`src/rtl/neg_pkg.sv`:
```
// Shared types and helpers for the serial two's-complement negator.
package neg_pkg;

  typedef enum logic {
    SEEK = 1'b0,
    FLIP = 1'b1
  } lane_state_t;

  localparam logic NEG_PASS   = 1'b0;
  localparam logic NEG_NEGATE = 1'b1;

  function automatic int cnt_width(input int width);
    return (width <= 2) ? 1 : $clog2(width);
  endfunction

endpackage

```
`src/rtl/serial_negate_lane.sv`:
```
// One serial lane: SEEK/FLIP tracker, latched mode, result shift register and
// per-word flags that hold until the next word completes.
module serial_negate_lane
  import neg_pkg::*;
#(
  parameter int WIDTH = 8,
  parameter int CW    = 3
) (
  input  logic             i_clk,
  input  logic             i_rst_n,
  input  logic             i_accept,
  input  logic             i_lsb,
  input  logic             i_msb,
  input  logic [CW-1:0]    i_pos,
  input  logic             i_neg,
  input  logic             i_din,
  output logic             o_y,
  output logic [WIDTH-1:0] o_word,
  output logic             o_ovf,
  output logic             o_zero
);

  lane_state_t      r_state;
  lane_state_t      w_state_cur;
  lane_state_t      w_state_next;
  logic             r_mode;
  logic             w_mode_cur;
  logic             w_y_bit;
  logic [WIDTH-1:0] r_shift;
  logic [WIDTH-1:0] w_shift_next;
  logic [WIDTH-1:0] r_word;
  logic             r_y;
  logic             r_ovf;
  logic             r_zero;

  // An LSB restarts the lane from SEEK with the freshly sampled mode, so the
  // current bit must already see those values rather than the registered ones.
  always_comb begin
    w_state_cur  = i_lsb ? SEEK : r_state;
    w_mode_cur   = i_lsb ? i_neg : r_mode;
    w_y_bit      = (w_state_cur == FLIP && w_mode_cur == NEG_NEGATE) ? ~i_din : i_din;
    w_state_next = (w_state_cur == SEEK && i_din) ? FLIP : w_state_cur;
    w_shift_next = i_lsb ? '0 : r_shift;
    w_shift_next[i_pos] = w_y_bit;
  end

  always_ff @(posedge i_clk or negedge i_rst_n) begin
    if (!i_rst_n) begin
      r_state <= SEEK;
      r_mode  <= NEG_PASS;
      r_shift <= '0;
      r_word  <= '0;
      r_y     <= 1'b0;
      r_ovf   <= 1'b0;
      r_zero  <= 1'b0;
    end else if (i_accept) begin
      r_state <= w_state_next;
      r_mode  <= w_mode_cur;
      r_shift <= w_shift_next;
      r_y     <= w_y_bit;
      if (i_msb) begin
        r_word <= w_shift_next;
        r_zero <= (w_state_next == SEEK);
        // First 1 landing on the MSB means the input was the most-negative value.
        r_ovf  <= (w_mode_cur == NEG_NEGATE) && (w_state_cur == SEEK) && i_din;
      end
    end
  end

  assign o_y    = r_y;
  assign o_word = r_word;
  assign o_ovf  = r_ovf;
  assign o_zero = r_zero;

endmodule

```
`src/rtl/serial_twos_negator.sv`:
```
// Multi-lane serial two's-complement negator with shared word framing,
// registered serial output, parallel result word and per-lane flags.
module serial_twos_negator
  import neg_pkg::*;
#(
  parameter int WIDTH    = 8,
  parameter int CHANNELS = 4
) (
  input  logic                      t_clk,
  input  logic                      r_n,
  input  logic                      bit_valid,
  input  logic                      sof,
  input  logic [CHANNELS-1:0]       neg,
  input  logic [CHANNELS-1:0]       din,
  output logic [CHANNELS-1:0]       y,
  output logic                      y_valid,
  output logic [CHANNELS*WIDTH-1:0] word,
  output logic                      word_valid,
  output logic [CHANNELS-1:0]       ovf,
  output logic [CHANNELS-1:0]       zero,
  output logic                      sync_err
);

  localparam int CW = cnt_width(WIDTH);

  logic [CW-1:0] r_cnt;
  logic [CW-1:0] w_pos;
  logic [CW-1:0] w_cnt_next;
  logic          w_lsb;
  logic          w_msb;
  logic          w_abort;
  logic          r_y_valid;
  logic          r_word_valid;
  logic          r_sync_err;

  // sof forces the accepted bit to position 0; mid-word that aborts the word.
  always_comb begin
    w_pos      = sof ? '0 : r_cnt;
    w_lsb      = (w_pos == '0);
    w_msb      = (w_pos == CW'(WIDTH - 1));
    w_abort    = bit_valid && sof && (r_cnt != '0);
    w_cnt_next = w_msb ? '0 : (w_pos + CW'(1));
  end

  always_ff @(posedge t_clk or negedge r_n) begin
    if (!r_n) begin
      r_cnt        <= '0;
      r_y_valid    <= 1'b0;
      r_word_valid <= 1'b0;
      r_sync_err   <= 1'b0;
    end else begin
      if (bit_valid) begin
        r_cnt <= w_cnt_next;
      end
      r_y_valid    <= bit_valid;
      r_word_valid <= bit_valid && w_msb;
      r_sync_err   <= w_abort;
    end
  end

  generate
    for (genvar gi = 0; gi < CHANNELS; gi++) begin : g_lane
      serial_negate_lane #(
        .WIDTH (WIDTH),
        .CW    (CW)
      ) u_lane (
        .i_clk    (t_clk),
        .i_rst_n  (r_n),
        .i_accept (bit_valid),
        .i_lsb    (w_lsb),
        .i_msb    (w_msb),
        .i_pos    (w_pos),
        .i_neg    (neg[gi]),
        .i_din    (din[gi]),
        .o_y      (y[gi]),
        .o_word   (word[gi*WIDTH +: WIDTH]),
        .o_ovf    (ovf[gi]),
        .o_zero   (zero[gi])
      );
    end
  endgenerate

  assign y_valid    = r_y_valid;
  assign word_valid = r_word_valid;
  assign sync_err   = r_sync_err;

endmodule

```
`config.mk`:
```
export PLATFORM = sky130hd
export DESIGN_NAME = serial_twos_negator
export DESIGN_NICKNAME = d
export VERILOG_FILES = /design/src/rtl/neg_pkg.sv /design/src/rtl/serial_negate_lane.sv /design/src/rtl/serial_twos_negator.sv
export SDC_FILE = /design/constraint.sdc
export NUM_CORES = 1
export LEC_CHECK = 0
export BUFFER_PORTS_ARGS = -buffer_cell sky130_fd_sc_hd__buf_2
export CAP_MARGIN = 40
export CORE_MARGIN = 1
export CORE_UTILIZATION = 35
export DETAILED_ROUTE_END_ITERATION = 10
export PLACE_DENSITY = 0.51
export SLEW_MARGIN = 40
export SYNTH_ARGS = -nofsm -noshare
export SYNTH_HDL_FRONTEND = slang
export SYNTH_HIERARCHICAL = 1
export SYNTH_SLANG_ARGS = --single-unit
```
`constraint.sdc`:
```
create_clock -name t_clk -period 2 [get_ports t_clk]
set_input_delay 0.2 -clock t_clk [delete_from_list [all_inputs] [get_ports t_clk]]
set_output_delay 0.2 -clock t_clk [all_outputs]
set_load 0.005 [all_outputs]
```
==> results of run 1 <==
[cells in the mapped netlist (2+ instances only)]
cell / n / area share, %
sky130_fd_sc_hd__buf_2: 4 / 0.43
sky130_fd_sc_hd__ha_1: 3 / 0.81
sky130_fd_sc_hd__dfrtp_1: 90 / 49
sky130_fd_sc_hd__or3_1: 4 / 0.54
sky130_fd_sc_hd__a22oi_1: 4 / 0.65
sky130_fd_sc_hd__nor2b_1: 5 / 0.68
sky130_fd_sc_hd__mux2_4: 4 / 1.3
sky130_fd_sc_hd__a22o_1: 4 / 0.76
sky130_fd_sc_hd__and3_1: 4 / 0.54
sky130_fd_sc_hd__o21ai_0: 36 / 3.9
sky130_fd_sc_hd__nor3_1: 4 / 0.43
sky130_fd_sc_hd__nand3b_1: 16 / 2.6
sky130_fd_sc_hd__buf_4: 16 / 2.6
sky130_fd_sc_hd__nand3_1: 8 / 0.87
sky130_fd_sc_hd__inv_1: 2 / 0.16
sky130_fd_sc_hd__and3b_1: 16 / 3.0
sky130_fd_sc_hd__o21ai_1: 32 / 3.5
sky130_fd_sc_hd__xnor2_2: 4 / 1.4
sky130_fd_sc_hd__a32o_1: 32 / 6.9
sky130_fd_sc_hd__clkbuf_1: 12 / 0.98
sky130_fd_sc_hd__nor2_1: 5 / 0.41
sky130_fd_sc_hd__nand3b_4: 4 / 1.7
sky130_fd_sc_hd__or3b_1: 12 / 2.3
sky130_fd_sc_hd__mux2_2: 10 / 2.4
sky130_fd_sc_hd__o31ai_1: 4 / 0.65
sky130_fd_sc_hd__a32oi_1: 32 / 6.1
sky130_fd_sc_hd__nand2_1: 16 / 1.3
sky130_fd_sc_hd__nor3b_2: 12 / 3.3
[layer usage]
layer  wire length (µm)  GRT usage, %  up-vias
li1                   -             -     1704
met4                 53          4.30        0
met3                437          5.30        4
met2               5200          28.2       80
met1               5520          25.0     1810
met5                  0             0        -
[per-stage QoR]
| step | std cells | setup WS [ns] | hold WS, ns | util [%] |
|---|---|---|---|---|
| 6_report | 636 | 0.150 | 0.115 | 43.2 |
| 5_1_grt | 636 | 0.0351 | 0.106 | 43.2 |
| 3_5_place_dp | 619 | 0.00935 | 0.223 | 40.7 |
| 3_3_place_gp | 619 | 0.0917 | 0.224 | 40.7 |
| 4_1_cts | 635 | 0.0436 | 0.0940 | 42.9 |
| 2_1_floorplan | 401 | 0.0420 | -0.0956 | - |
[power groups by stage]
stage / logic [µW] / registers (µW) / clock network (µW)
finish: 1150 / 2190 / 1600
global route: 1290 / 2220 / 1730
CTS: 1160 / 2190 / 1660
detailed placement: 1150 / 2230 / 0
global placement: 1130 / 2220 / 0
floorplan: 750 / 2190 / 0
[repair_timing]
item / CTS / global route
buffers inserted: 0 / 1
hold buffers: 1 / 0
resized for setup: 0 / 9
hold endpoints to repair: 36 / 0
endpoints found under the setup margin: 0 / 38
[final cells by class]
| cell class | count | area (µm²) |
|---|---|---|
| multi-input cells | 277 | 2210 |
| flip-flops and latches | 90 | 2250 |
| clock buffers | 13 | 260 |
| repair buffers | 80 | 536 |
| well taps | 172 | 215 |
| fillers | 1263 | 7220 |
| inverters | 2 | 11.3 |
| clock inverters | 2 | 12.5 |
[worst max-delay path, delay by kind of cell (launching register included)]
family | cells | cell delay [ns]
compound gates | 2 | 0.30
fa+ha+maj | 1 | 0.15
buf+inv | 2 | 0.32
simple gates | 3 | 0.56
flops | 1 | 0.39
[sequential cells by signal, summed over array words and instances, names as in the netlist]
register and flops:
g_lane.u_lane/r_state 4, g_lane.u_lane/r_mode 4, g_lane.u_lane/o_word 32, y_valid 1
g_lane.u_lane/r_shift 32, r_cnt 3, g_lane.u_lane/o_ovf 4, g_lane.u_lane/o_zero 4
g_lane.u_lane/o_y 4, sync_err 1, word_valid 1
[final timing paths]
kind / from / endpoint / slack (ns) / depth (start not counted)
max: r_cnt[0] / g_lane[2].u_lane/o_word[7] / 0.15 / 8
min: neg[2] / g_lane[2].u_lane/r_mode / 0.12 / 2
max reg2reg: r_cnt[0] / g_lane[2].u_lane/o_word[7] / 0.15 / 8
min reg2reg: g_lane[2].u_lane/o_zero / g_lane[2].u_lane/o_zero / 0.48 / 2
max in group asynchronous: r_n / g_lane[0].u_lane/r_mode / 1.04 / 3
min in group asynchronous: r_n / g_lane[3].u_lane/r_shift[1] / 0.39 / 2
[kinds of logic (layout without fill, tap and decap cells)]
kind of cell	count (synthesis)	in the layout	share of synthesized area, %
compound gates	146	146	22.8
simple gates	110	110	18.3
flops	90	90	48.8
buf+inv	34	97	4.17
mux	14	14	3.74
xor+xnor	4	4	1.41
fa+ha+maj	3	3	0.813
==> flow_metrics.env, run 1 <==
export IMPL_layout_cells_most_common_list="sky130_fd_sc_hd__dfrtp_1 (90), sky130_fd_sc_hd__buf_2 (57), sky130_fd_sc_hd__o21ai_0 (36)"
export IMPL_finalWirelength_um=11200
export IMPL_antenna_found_initial=0
export IMPL_clk_transition_reported_paths_ns=0.06
export IMPL_number_of_flops_mapped_to_enable_cells_by_yosys=0
export IMPL_setup_worst_path_end_class="flip-flop"
export IMPL_die_height_um=117
export IMPL_max_cap_violations=0
export IMPL_power_density_mw_per_mm2=899
export IMPL_dr_total_vias=3598
export IMPL_cts_root_buffer_cell="sky130_fd_sc_hd__clkbuf_16"
export IMPL_synth_ff_type="sky130_fd_sc_hd__dfrtp_1"
export IMPL_gate_count_post_synth=401
export IMPL_hold_violations=0
export IMPL_tightest_slew_ns=0.532
export IMPL_largest_net_degree_at_the_start_of_global_routing=66
export IMPL_cp_cell_sequence="nand2b_2 -> ha_1 -> nor2b_4 -> buf_12 -> buf_4 -> and3b_2 -> a32oi_1 -> o21ai_1"
export IMPL_io_pin_count=59
export IMPL_global_route_wire_length_before_repair_um=19000
export IMPL_total_power_uw=4940
export IMPL_run_status="complete, no violations"
export IMPL_design_final_nets=475
export IMPL_grt_overflow_total=0
export IMPL_mapped_cell_area_mm2=0.00462
export IMPL_setup_tns_final_ns=0
export IMPL_min_period_over_period_pct=92.5
export IMPL_critical_path_arrival_ns=2.07
export IMPL_chipWidth_um=117
export IMPL_seq_power_share_pct=44.4
export IMPL_hold_path_class="in -> reg"
export IMPL_synth_distinct_cells=34
export IMPL_clkLatencyLatePin_ns=0.34
export IMPL_p_switching_uw=1460
export IMPL_report_final_setup_viol=0
export IMPL_area_growth_syn_to_layout_pct=19.2
export IMPL_power_internal_uw=3480
export IMPL_place_port_buffers=58
export IMPL_core_area_mm2=0.0127
export IMPL_route_antenna_remaining_nets=0
export IMPL_power_switching_fraction_pct=29.6
export IMPL_timing_critical_path_slowest_cell_delay_ns=0.39
export IMPL_placed_cell_area_mm2=0.00518
export IMPL_rsz0062_at_grt="no"
export IMPL_dp_hpwl_um=6840
export IMPL_final_period_minus_worst_setup_slack_ns=1.85
export IMPL_post_route_drc_violation_count=0
export IMPL_cts_htree_levels=3
export IMPL_gp_routability_congestion=0.738
export IMPL_drtIter0Drc=247
export IMPL_path_class="reg -> reg"
export IMPL_antenna_cells=0
export IMPL_start_util_pct=36.3
export IMPL_cts_sink_count=90
export IMPL_grt_pass1_vias=3656
export IMPL_skew_ns=0.00613
export IMPL_grtUsageTotal_pct=18.2
export IMPL_worstPathMaxFanout=20
export IMPL_critical_path_required_ns=2.22
export IMPL_synth_warnings=6
export IMPL_timing_slew_headroom_pct=64.5
export IMPL_drive_above_1_share_pct=30.0
export IMPL_rows=41
export IMPL_crit_path_top_delay_cell="sky130_fd_sc_hd__dfrtp_1"
export IMPL_maximum_vdd_drop_mv=0.493
export IMPL_yosys_register_bits=90
export IMPL_share_comb_of_total_power_pct=23.3
export IMPL_max_slew_violations=0
export IMPL_leakage_uw=0.00248
export IMPL_timing_fmax_mhz=541
export IMPL_finish_instance_area_mm2=0.00550
export IMPL_clock_path_buffers=2
export IMPL_layout_commonest_cell="sky130_fd_sc_hd__dfrtp_1"
export IMPL_synth_sequential_area_ratio_pct=48.8
export IMPL_cts_inserted_buffers=9
export IMPL_detail_route_vias_per_cell=5.66
export IMPL_wl_per_cell_um=17.6
export IMPL_synth_async_reset_ratio_pct=100
export IMPL_die_area_mm2=0.0137
export IMPL_drt_pre_antenna_iters=5
export IMPL_tritoncts_clock_tree="done"
export IMPL_p_clk_share_pct=32.3
export IMPL_synth_net_count=416
export IMPL_mean_instance_size_in_the_synthesized_netlist_um2=11.5
export IMPL_critical_path_startpoint_type="flip-flop"
(Power assumes the default switching activity.)
==> inputs of run 2 (changes only) <==
--- a/config.mk
+++ b/config.mk
@@ -5,12 +5,14 @@
 export SDC_FILE = /design/constraint.sdc
 export NUM_CORES = 1
 export LEC_CHECK = 0
+export ABC_AREA = 1
 export BUFFER_PORTS_ARGS = -buffer_cell sky130_fd_sc_hd__buf_2
 export CAP_MARGIN = 40
 export CORE_MARGIN = 1
-export CORE_UTILIZATION = 35
+export CORE_UTILIZATION = 50
+export CTS_CLUSTER_DIAMETER = 100
 export DETAILED_ROUTE_END_ITERATION = 10
-export PLACE_DENSITY = 0.51
+export PLACE_DENSITY = 0.69
 export SLEW_MARGIN = 40
 export SYNTH_ARGS = -nofsm -noshare
 export SYNTH_HDL_FRONTEND = slang
==> run 2 against run 1 <==
Compared with the run above: clock skew increased by 0.0027 ns; die area decreased by 32%; worst setup slack got worse by 0.0025 ns; global-route usage increased by 5.1 points; power decreased by 19%; final cell count increased by 20%; largest cell class unchanged; largest power group unchanged.
==> flow_metrics.env, run 2 <==
export IMPL_rows=34
export IMPL_critical_path_arrival_ns=2.10
export IMPL_timing_hold_worst_start="sof"
export IMPL_use_met2_pct=37.5
export IMPL_most_repeated_cell_in_the_gate_level_netlist_after_synthesis="sky130_fd_sc_hd__nand2_1"
export IMPL_area_growth_syn_to_layout_pct=17.2
export IMPL_placed_cells_incl_taps=745
export IMPL_mean_instance_size_in_the_synthesized_netlist_um2=7.73
export IMPL_drive_above_1_share_pct=18.1
export IMPL_tightest_slew_ns=0.483
export IMPL_min_period_over_period_pct=92.6
export IMPL_layoutNonFillerInstCount=764
export IMPL_hold_path_class="in -> reg"
export IMPL_finish_instance_area_mm2=0.00522
export IMPL_grtUsageTotal_pct=23.2
export IMPL_crit_path_top_delay_cell="sky130_fd_sc_hd__dfrtp_1"
export IMPL_antenna_cells=0
export IMPL_dr_total_vias=4014
export IMPL_synth_top_cells_by_area="sky130_fd_sc_hd__dfrtp_1 (51%), sky130_fd_sc_hd__nand2_1 (18%), sky130_fd_sc_hd__nand3_1 (12%)"
export IMPL_io_pin_count=59
export IMPL_cts_sink_count=90
export IMPL_setup_tns_final_ns=0
export IMPL_post_route_drc_violation_count=0
export IMPL_critical_path_required_ns=2.25
export IMPL_detail_route_vias_per_cell=5.25
export IMPL_yosys_register_bits=90
export IMPL_max_slew_violations=0
export IMPL_timing_slew_headroom_pct=67.8
export IMPL_number_of_flops_mapped_to_enable_cells_by_yosys=0
export IMPL_layout_commonest_cell="sky130_fd_sc_hd__nand2_1"
export IMPL_chipWidth_um=96.3
export IMPL_design_final_nets=666
export IMPL_rsz0062_at_grt="no"
export IMPL_timing_fmax_mhz=540
export IMPL_fraction_of_synthesized_cell_area_taken_by_the_top_area_cell_type_pct=50.6
export IMPL_synth_async_reset_ratio_pct=100
export IMPL_reg2reg_from="r_cnt[1]"
export IMPL_grtUsageMet3_pct=3.79
export IMPL_timing_critical_path_max_delay_family="simple AND/OR/NAND/NOR gates"
export IMPL_core_area_mm2=0.00868
export IMPL_synth_top_cells_by_count="sky130_fd_sc_hd__nand2_1 (214), sky130_fd_sc_hd__nand3_1 (108), sky130_fd_sc_hd__dfrtp_1 (90), sky130_fd_sc_hd__o21ai_0 (38), sky130_fd_sc_hd__nor2_1 (36)"
export IMPL_die_area_mm2=0.00928
export IMPL_worst_hold_path_num_cells=3
export IMPL_cp_cell_sequence="inv_1 -> nor2_4 -> inv_1 -> ha_1 -> inv_1 -> nor2_1 -> buf_4 -> inv_4 -> nand3_1 -> nand2_4 -> nand3_1 -> nand3_1 -> nand2_1"
export IMPL_cts_htree_levels=3
export IMPL_gate_count_post_synth=576
export IMPL_reg2reg_slack_ns=0.15
export IMPL_synth_sequential_area_ratio_pct=50.6
export IMPL_leakage_uw=0.00280
export IMPL_critical_path_startpoint_type="flip-flop"
export IMPL_reg2reg_to="g_lane[2].u_lane/o_word[2]"
export IMPL_finalWirelength_um=10300
export IMPL_largest_net_degree_at_the_start_of_global_routing=56
export IMPL_sequential_cell_area_mm2=0.00225
export IMPL_clock_path_buffers=2
export IMPL_total_power_uw=4020
export IMPL_final_period_minus_worst_setup_slack_ns=1.85
export IMPL_start_util_pct=51.3
export IMPL_report_final_setup_viol=0
export IMPL_run_status="complete, no violations"
export IMPL_synth_net_count=591
export IMPL_gp_routability_congestion=0.818
export IMPL_die_height_um=96.3
export IMPL_area_occupied_by_multi_input_gates_mm2=0.00200
export IMPL_grt_overflow_total=0
export IMPL_post_synth_top_area_cell="sky130_fd_sc_hd__dfrtp_1"
export IMPL_synth_ff_type="sky130_fd_sc_hd__dfrtp_1"
export IMPL_drtIter0Drc=210
export IMPL_path_class="reg -> reg"
export IMPL_mapped_cell_area_mm2=0.00445
export IMPL_route_antenna_remaining_nets=0
export IMPL_drt_pre_antenna_iters=5
export IMPL_setup_worst_path_end_class="flip-flop"
export IMPL_placed_cell_area_mm2=0.00496
export IMPL_layout_cells_most_common_list="sky130_fd_sc_hd__nand2_1 (214), sky130_fd_sc_hd__nand3_1 (106), sky130_fd_sc_hd__dfrtp_1 (90)"
export IMPL_grt_most_used_layer="met2"
export IMPL_maximum_vdd_drop_mv=0.399
export IMPL_max_cap_violations=0
export IMPL_place_port_buffers=58
export IMPL_cts_inserted_buffers=9
export IMPL_timing_reg2reg_worst_path_depth=13
export IMPL_timing_critical_path_slowest_cell_delay_ns=0.35
export IMPL_timing_critical_path_buf_inv=5
export IMPL_skew_ns=0.00887
export IMPL_synth_warnings=6
export IMPL_worstPathMaxFanout=11
export IMPL_min_to="sync_err"
export IMPL_grt_util_met1_pct=32.2
export IMPL_clk_transition_reported_paths_ns=0.09
export IMPL_hold_violations=0
export IMPL_clkLatencyLatePin_ns=0.35
export IMPL_tritoncts_clock_tree="done"
export IMPL_wl_per_cell_um=13.5
export IMPL_dp_hpwl_um=6970
export IMPL_antenna_found_initial=0
export IMPL_cts_root_buffer_cell="sky130_fd_sc_hd__clkbuf_8"
export IMPL_n_fill_cell=793
export IMPL_grt_pass1_vias=3620
export IMPL_synth_distinct_cells=17
export IMPL_power_density_mw_per_mm2=771
export IMPL_global_route_wire_length_before_repair_um=16600
-- run 2: how the worst max path moves through the flow --
stage              from                           to  slack (ns)  cells past startpoint
6_report       r_cnt[1]   g_lane[2].u_lane/o_word[2]        0.15                     13
3_3_place_gp   r_cnt[1]   g_lane[2].u_lane/o_word[2]        0.13                     13
4_1_cts        r_cnt[1]  g_lane[1].u_lane/r_shift[4]        0.05                     13
5_1_grt        r_cnt[1]   g_lane[2].u_lane/o_word[0]        0.01                     13
3_5_place_dp   r_cnt[1]  g_lane[1].u_lane/r_shift[4]        0.08                     13
2_1_floorplan  r_cnt[1]   g_lane[0].u_lane/o_word[0]        0.08                     12
-- run 2: logic make-up (layout without fill, tap and decap cells) --
family	after synthesis	count (layout)	share of synthesized area [%]
and+or+nand+nor	376	378	37.3
DFF	90	90	50.6
buffers and inverters	60	138	5.62
AOI/OAI and AO/OA	47	47	5.59
adders and majority gates	3	3	0.843
-- run 2: cell type report --
type                    instances  share of cell area [%]
flip-flops and latches         90                    43.2
multi-input cells             428                    38.2
repair buffers                 74                    8.44
inverters                      48                    3.65
clock buffers                  10                    2.64
well taps                     108                    2.59
clock inverters                 6                    1.27
-- run 2: per-layer routing --
metal  wire length (µm)  up-vias
met1               4700     1868
met2               5000      108
met3                496       12
met4                 99        0
met5                  0        -
li1                   -     2026
-- run 2: where the power goes --
group	switching (µW)	total [µW]	internal, µW
logic	476	701	225
clock network	664	1280	612
registers	95.0	2040	1950
total	1230	4020	2790
-- run 2: stage by stage --
| step | utilization, % | hold slack, ns | worst slack [ns] |
|---|---|---|---|
| 5_1_grt | 60.1 | 0.117 | 0.0117 |
| 2_1_floorplan | - | -0.0956 | 0.0828 |
| 3_3_place_gp | 57.1 | 0.191 | 0.134 |
| 4_1_cts | 59.6 | 0.126 | 0.0549 |
| 6_report | 60.1 | 0.128 | 0.148 |
| 3_5_place_dp | 57.1 | 0.197 | 0.0833 |
-- run 2: repair_timing --
action | in CTS | in global routing
endpoints found under the hold margin | 35 | 0
hold buffers | 1 | 0
buffers inserted | 0 | 0
endpoints found under the setup margin | 0 | 57
resized for setup | 0 | 9
-- run 2: tightest hold or removal path, cell delays in order --
cell and delay (ns):
sky130_fd_sc_hd__buf_2 0.15, sky130_fd_sc_hd__nand2_2 0.07, sky130_fd_sc_hd__a21oi_2 0.03
